**config.mk**
```make
export PLATFORM = sky130hd
export DESIGN_NAME = conv_row_engine
export DESIGN_NICKNAME = d
export VERILOG_FILES = /design/src/rtl/conv_row_engine.sv
export SDC_FILE = /design/constraint.sdc
export NUM_CORES = 2
export LEC_CHECK = 0
export CORE_ASPECT_RATIO = 0.7
export CORE_UTILIZATION = 50
export CTS_CLUSTER_SIZE = 10
export DETAILED_ROUTE_END_ITERATION = 12
export PLACE_DENSITY = 0.67
export SYNTH_ARGS = -nofsm -noshare
export SYNTH_HDL_FRONTEND = slang
export SYNTH_SLANG_ARGS = --single-unit
```
**constraint.sdc**
```tcl
create_clock -name clk -period 11.9 [get_ports clk]
set_input_delay 2.38 -clock clk [delete_from_list [all_inputs] [get_ports clk]]
set_output_delay 2.38 -clock clk [all_outputs]
set_load 0.01 [all_outputs]
```
**src/rtl/conv_row_engine.sv**
```systemverilog
// Streaming 1-D convolution row engine: TAPS-wide sliding window MAC with bias,
// optional partial-sum input and a selectable ReLU / raw / ReLU+truncate post-stage.
module conv_row_engine #(
   parameter int DATA_BITS     = 16,
   parameter int INTERNAL_BITS = 32,
   parameter int TAPS          = 3,
   parameter int FRAC_BITS     = 8
) (
   input  logic                     clk,
   input  logic                     rst,
   input  logic                     w_load,
   input  logic [DATA_BITS-1:0]     w_data,
   output logic                     w_ready,
   input  logic                     bias_load,
   input  logic [DATA_BITS-1:0]     bias_data,
   input  logic [1:0]               cfg_mode,
   input  logic                     psum_en,
   input  logic [INTERNAL_BITS-1:0] psum_in,
   input  logic                     if_valid,
   output logic                     if_ready,
   input  logic [DATA_BITS-1:0]     if_data,
   input  logic                     if_last,
   output logic                     out_valid,
   input  logic                     out_ready,
   output logic [INTERNAL_BITS-1:0] out_data,
   output logic                     busy
);

   localparam int CNT_W = $clog2(TAPS + 1);
   localparam logic [INTERNAL_BITS-1:0] SAT_MAX =
      {{(INTERNAL_BITS-DATA_BITS+1){1'b0}}, {(DATA_BITS-1){1'b1}}};

   typedef enum logic {S_IDLE, S_STREAM} state_t;

   state_t                              r_state, w_state_nxt;
   logic [TAPS-1:0][DATA_BITS-1:0]      r_w, r_x, w_xn;
   logic [DATA_BITS-1:0]                r_bias;
   logic [CNT_W-1:0]                    r_cnt, w_cnt_inc;
   logic [INTERNAL_BITS-1:0]            r_out;
   logic                                r_ovld;
   logic                                w_accept, w_complete;
   logic signed [2*DATA_BITS-1:0]       w_prod;
   logic signed [INTERNAL_BITS-1:0]     w_acc;
   logic [INTERNAL_BITS-1:0]            w_relu, w_shift, w_post;

   // Single output register: a pop frees the slot for a new beat in the same cycle.
   assign if_ready   = !r_ovld || out_ready;
   assign w_accept   = if_valid && if_ready;
   assign w_cnt_inc  = (r_cnt == CNT_W'(TAPS)) ? r_cnt : r_cnt + CNT_W'(1);
   assign w_complete = w_accept && (w_cnt_inc == CNT_W'(TAPS));
   assign out_valid  = r_ovld;
   assign out_data   = r_out;

   always_comb begin
      w_xn = r_x;
      for (int k = 0; k < TAPS - 1; k++) w_xn[k] = r_x[k+1];
      w_xn[TAPS-1] = if_data;
   end

   always_comb begin
      w_prod = '0;
      w_acc  = INTERNAL_BITS'($signed(r_bias));
      if (psum_en) w_acc = w_acc + $signed(psum_in);
      for (int k = 0; k < TAPS; k++) begin
         w_prod = $signed(r_w[k]) * $signed(w_xn[k]);
         w_acc  = w_acc + INTERNAL_BITS'(w_prod);
      end
   end

   always_comb begin
      w_relu  = w_acc[INTERNAL_BITS-1] ? '0 : w_acc;
      w_shift = w_relu >> FRAC_BITS;
      case (cfg_mode)
         2'b00:   w_post = w_relu;
         2'b10:   w_post = (w_shift > SAT_MAX) ? SAT_MAX : w_shift;
         default: w_post = w_acc;
      endcase
   end

   always_ff @(posedge clk or posedge rst) begin
      if (rst) begin
         r_w    <= '0;
         r_bias <= '0;
      end else if (r_state == S_IDLE) begin
         if (w_load) begin
            for (int k = 0; k < TAPS - 1; k++) r_w[k] <= r_w[k+1];
            r_w[TAPS-1] <= w_data;
         end
         if (bias_load) r_bias <= bias_data;
      end
   end

   // if_last clears the window after its own result has been formed from w_xn.
   always_ff @(posedge clk or posedge rst) begin
      if (rst) begin
         r_x   <= '0;
         r_cnt <= '0;
      end else if (w_accept) begin
         if (if_last) begin
            r_x   <= '0;
            r_cnt <= '0;
         end else begin
            r_x   <= w_xn;
            r_cnt <= w_cnt_inc;
         end
      end
   end

   always_ff @(posedge clk or posedge rst) begin
      if (rst) begin
         r_out  <= '0;
         r_ovld <= 1'b0;
      end else if (w_complete) begin
         r_out  <= w_post;
         r_ovld <= 1'b1;
      end else if (out_ready) begin
         r_ovld <= 1'b0;
      end
   end

   always_ff @(posedge clk or posedge rst) begin
      if (rst) r_state <= S_IDLE;
      else     r_state <= w_state_nxt;
   end

   // Inside STREAM, cnt==0 only occurs after an if_last beat.
   always_comb begin
      w_state_nxt = r_state;
      busy        = 1'b0;
      w_ready     = 1'b0;
      case (r_state)
         S_IDLE: begin
            w_ready = 1'b1;
            if (w_accept) w_state_nxt = S_STREAM;
         end
         S_STREAM: begin
            busy = 1'b1;
            if (r_cnt == '0 && !r_ovld && !w_accept) w_state_nxt = S_IDLE;
         end
         default: w_state_nxt = S_IDLE;
      endcase
   end

endmodule

```
# [After elaboration in Yosys (flattened, before gate mapping)]
# Index checks and enable logic that the tools add are counted.
[totals] ff_bits=132 inputBits=90 out_inout_bits=36 wordCells=49
[classes] n_addsub=5 multipliers=3 order_cmp=1 eq_ne=3 n_mux=14 bitwise_logic=1 n_reduce_logical=12
[ops] operator="$add 32x32->32" n=3
[ops] operator="$mul 16x16->32" n=3
[ops] operator="$pmux 32 s2" n=1
[ops] operator="$mux 48" n=1
[ops] operator="$add 16x32->32" n=1
[ops] operator="$mux 32" n=1
[ops] operator="$mux 31" n=1
[ops] operator="$gt 23x15->1 const B" n=1
[ops] operator="$mux 23" n=1
[ops] operator="$eq 2x2->1 const B" n=3
[ops] operator="$mux 1" n=6
[ops] operator="$logic_and 1x1->1" n=4
[ops] operator="$logic_not 2->1" n=2
[ops] operator="$mux 2" n=2
[ops] operator="$reduce_and 2->1" n=2
[ops] operator="$add 2x1->2 const B" n=1
[ops] operator="$logic_not 1->1" n=2
[ops] operator="$pmux 1 s2" n=1
[ops] operator="$reduce_bool 2->1" n=1
[ops] operator="$logic_or 1x1->1" n=1
[ops] operator="$not 1->1" n=1

# [Logic depth before layout (Yosys ltp)]
[logic_depth] word_depth=9 ltp_mapped=38 mapped_depth_nobuf=37

# [Worst setup path before layout]
# Ideal clock, no wire load.
[synth_timing] path_type="input to register" start="input psum_in[0]" end="register r_out[14], in the netlist out_data[14]" setup_ns=0.142 arrival_time_ns=11.585 required_time_ns=11.758 slack_ns=0.172 cell_stages=36 path_buffers=2 cell_sequence="ha_1 > fa_1 > a21o_1 > a21o_1 > a2111o_1 > a31o_2 > and3_1 > a31oi_1 > o21ai_0 > a21oi_1 > xnor2_1 > a21o_1 > fa_1 > inv_1 > fa_1 > fa_1 > fa_1 > inv_1 > fa_1 > fa_1 > fa_1 > inv_1 > fa_1 > inv_1 > ha_1 > clkbuf_1 > a21o_1 > a21o_1 > a21oi_1 > nor3b_2 > mux2_2 > nor4_1 > nand4bb_1 > clkbuf_1 > o311ai_1 > o311ai_1"
[synth_between] elab_chain_cells=9
[synth_rtl] item="from (decl)" line="18" source="input logic [INTERNAL_BITS-1:0] psum_in,"
[synth_rtl] item="$add 16x32->32 (*)" line="63" source="if (psum_en) w_acc = w_acc + $signed(psum_in);"
[synth_rtl] item="$mux 32 (*)" line="63"
[synth_rtl] item="$add 32x32->32 (*) (3 in series)" line="66" source="w_acc = w_acc + INTERNAL_BITS'(w_prod);"
[synth_rtl] item="$mux 31" line="71" source="w_relu = w_acc[INTERNAL_BITS-1] ? '0 : w_acc;"
[synth_rtl] item="$gt 23x15->1" line="75" source="2'b10: w_post = (w_shift > SAT_MAX) ? SAT_MAX : w_shift;"
[synth_rtl] item="$mux 23" line="75"
[synth_rtl] item="$pmux 32 s2 (*)" line="73" source="case (cfg_mode)"
[synth_rtl] item="to (signal assigned)" line="114" source="r_out <= w_post;"
[synth_rtl] item="to (decl)" line="39" source="logic [INTERNAL_BITS-1:0] r_out;"
# Mark *: on every way between the ends. The rest lies on a longest branch, timed or not.
# A chain may end at the register's enable or synchronous reset.

# [Worst setup path in the final report]
[layout_timing] start="input psum_in[0]" end="register r_out[11], in the netlist out_data[11]"
# The elaborated chain is that of the path after synthesis.

==> summary.txt <==
status -> complete, no violations
Synth Area in Simple Gates -> 0.134
Post-Synth XOR/XNOR Area -> 0.0225
number of global-route vias before repair -> 28.8k
most used cell, CP -> fa_1
Layout fillers -> 6663
top cells by area, synth -> fa_1, inv_1, dfrtp_1, ha_1, and2_1
CP startpoint kind -> primary input
post-synthesis mux area share -> 0.0231
Site Rows -> 84
synth unique cells -> 73
Die ar. -> 77100 um2
DRC viols -> 0
layout cells sized above 1 -> 0.0869
Final ANT Viol Nets -> 0
post-synthesis sequential area ratio -> 0.0870
Max Fclk -> 85.8 MHz
hold-fix buffers at CTS -> 0
critical path class -> primary input to register
Final Cell Area -> 42200 um2
main combinational cell family by area after synthesis -> adder cells
Hold Crit Start -> out_data[31]$_DFFE_PP0P_
Yosys reg bits -> 132
grt ovf -> 0
slowest cell delay on critical path -> 560 ps
Endpoint, Worst Hold -> out_data[31]$_DFFE_PP0P_
Adder-Cell Fraction of Synth Area -> 0.567
Die Wd -> 331 um
core area -> 75100 um2
Synth area leader -> fa_1
CP Capture Type -> register
Synth Warn # -> 0
count leader, synth -> inv_1
PortBufs -> 125
CTS tree -> yes
CTS Sinks -> 132
Post-synth EDFFs -> 0
skew final -> 13.3 ps
cts bufs inserted -> 17
CTS H-Tree Depth -> 4
Hold Crit Class -> register to register
fin crit period -> 11660 ps
clk slew on worst S/H paths -> 70 ps
list of most frequent post-synthesis cells -> inv_1, fa_1, nand2_1, and2_1, ha_1
Placer Congestion -> 0.942
max-slew violation count -> 0
synthesized instance count -> 3983
Starting Density -> 0.505
ANT cells -> 0
FF-to-FF End -> out_data[11]$_DFFE_PP0P_
Compound-Gate Fraction of Synth Area -> 0.0435
Worst R2R Setup Slack -> 1860 ps
Detailed Route Iter0 Violations -> 1967
critical path peak fanout -> 6
WHS Path Cells -> 2
clk_lat worst skew -> 480 ps
total number of vias -> 26.8k
Placement Cell Area -> 41100 um2
syn_nets -> 5229
slowest CP cell -> fa_1
Synth Flop Type -> dfrtp_1
vias per inst -> 5.21
relative slew slack -> 0.267
WL final -> 99500 um
setup TNS -> 0 ps
final setup violation count -> 0
dpl hpwl -> 83400 um
worst endpoint required time -> 12240 ps
Area Growth Syn to Fin -> 11.2%
Nets -> 5388
Async SR Flop Fraction -> 1.00
FF-to-FF Start -> r_bias[0]$_DFFE_PP0P_
largest net degree at the start of global routing -> 73
Worst Path Arrival -> 12000 ps
Post-Synthesis Cell Area -> 38000 um2
global-route wire length before repair -> 162000 um
I/O pin count -> 126
Die H -> 233 um
detailed-router iteration count before antenna repair -> 5
R2R cell count -> 38
worst-margin pin slew -> 1100 ps
CTS max path bufs -> 2
gr usage total -> 0.274
initial antenna violation count -> 1
Root Buffer -> clkbuf_16
Avg Inst Size Synth -> 9.54 um2
Synth top area share -> 0.495
Wirelength per Cell -> 19.4 um
part of the cycle the worst path needs -> 0.980
Fin. Hold Viols -> 0
max_cap viols -> 0
## placed cells by master, fill, tap and decap left out, types with 7 or more instances in the layout
cell,synthesis,final
clkdlybuf4s50_1,0,122
o21ai_1,2,7
a21o_1,36,36
nor2_1,35,34
a21oi_2,8,12
inv_1,1080,1078
a31oi_1,13,8
dfrtp_1,132,132
and2_1,328,328
nand4_1,8,8
o221ai_1,13,11
fa_1,940,935
nand2_1,502,501
o21bai_1,9,9
xnor2_1,72,71
and3_1,12,11
nand2b_1,63,62
nor3_1,18,11
clkbuf_16,0,18
mux2_2,76,75
buf_4,2,166
xor2_1,21,19
a21oi_1,65,60
o21ai_0,62,55
nor2b_1,23,21
nand3_1,13,12
ha_1,216,212
## worst max-delay path by stage
stage | from | end | slack [ps] | cells past startpoint
3_5_place_dp | psum_in[0] | out_data[10]$_DFFE_PP0P_ | -910 | 37
5_1_grt | psum_in[6] | out_data[5]$_DFFE_PP0P_ | -120 | 39
3_3_place_gp | psum_in[0] | out_data[8]$_DFFE_PP0P_ | -550 | 37
2_1_floorplan | psum_in[0] | out_data[14]$_DFFE_PP0P_ | 170 | 36
4_1_cts | psum_in[0] | out_data[9]$_DFFE_PP0P_ | 20 | 36
6_report | psum_in[0] | out_data[11]$_DFFE_PP0P_ | 240 | 39
## stage by stage
stage / util / hold slack, ps / setup WS [ps] / std cells
finish: 0.562 / 487 / 244 / 5143
global route: 0.562 / 518 / -118 / 5143
CTS: 0.556 / 488 / 19.3 / 5134
detailed placement: 0.547 / 459 / -911 / 5102
global placement: 0.547 / 461 / -548 / 5102
floorplan: - / 504 / 172 / 3983
## area by class of cell
class,count,area [um2],share of cell area
Timing Repair Buffer,298,2620,0.0620
Clock buffer,17,425,0.0101
Clock inverter,14,178,0.00421
Inverter,1081,4060,0.0962
Multi-Input combinational cell,2612,30400,0.720
Sequential cell,132,3300,0.0782
Tap cell,989,1240,0.0293
## per-layer routing
metal  vias to the layer above  GRT usage  wire length, um
li1                      11800          -                -
met1                     13900      0.412            45500
met2                       906      0.421            44900
met3                       108     0.0418             7360
met4                         0     0.0555             1790
met5                         -          0                0
## logic make-up (layout without fill, tap and decap cells)
| group | Yosys count | count (layout) |
|---|---|---|
| buffers and inverters | 1239 | 1410 |
| adders and majority gates | 1156 | 1156 |
| and+or+nand+nor | 1028 | 1028 |
| AOI/OAI and AO/OA | 255 | 255 |
| DFF | 132 | 132 |
| xor gates and xnor gates | 95 | 95 |
| muxes | 78 | 78 |
## worst max-delay path: cells and delay by family
family          cells  cell delay, ps
mux                 1             330
fa+ha+maj          11            4780
buf+inv             9            1010
simple gates        8            1480
xor+xnor            1             100
compound gates      9            1900
## repair_timing
| item | CTS | global route |
|---|---|---|
| cloned | 0 | 1 |
| gates resized for setup | 10 | 75 |
| pin swaps | 6 | 57 |
| endpoints found under the setup margin | 31 | 31 |
| setup buffers | 1 | 8 |
## sequential cells by signal, indices dropped and copies added, names as in the netlist
signal	count
r_state	1
r_w	48
r_x	32
out_data	32
r_bias	16
out_valid	1
r_cnt	2
Power is left out: the tool's default activity adds up to more than one toggle a clock period on the data nets, which glitch-free logic cannot reach.
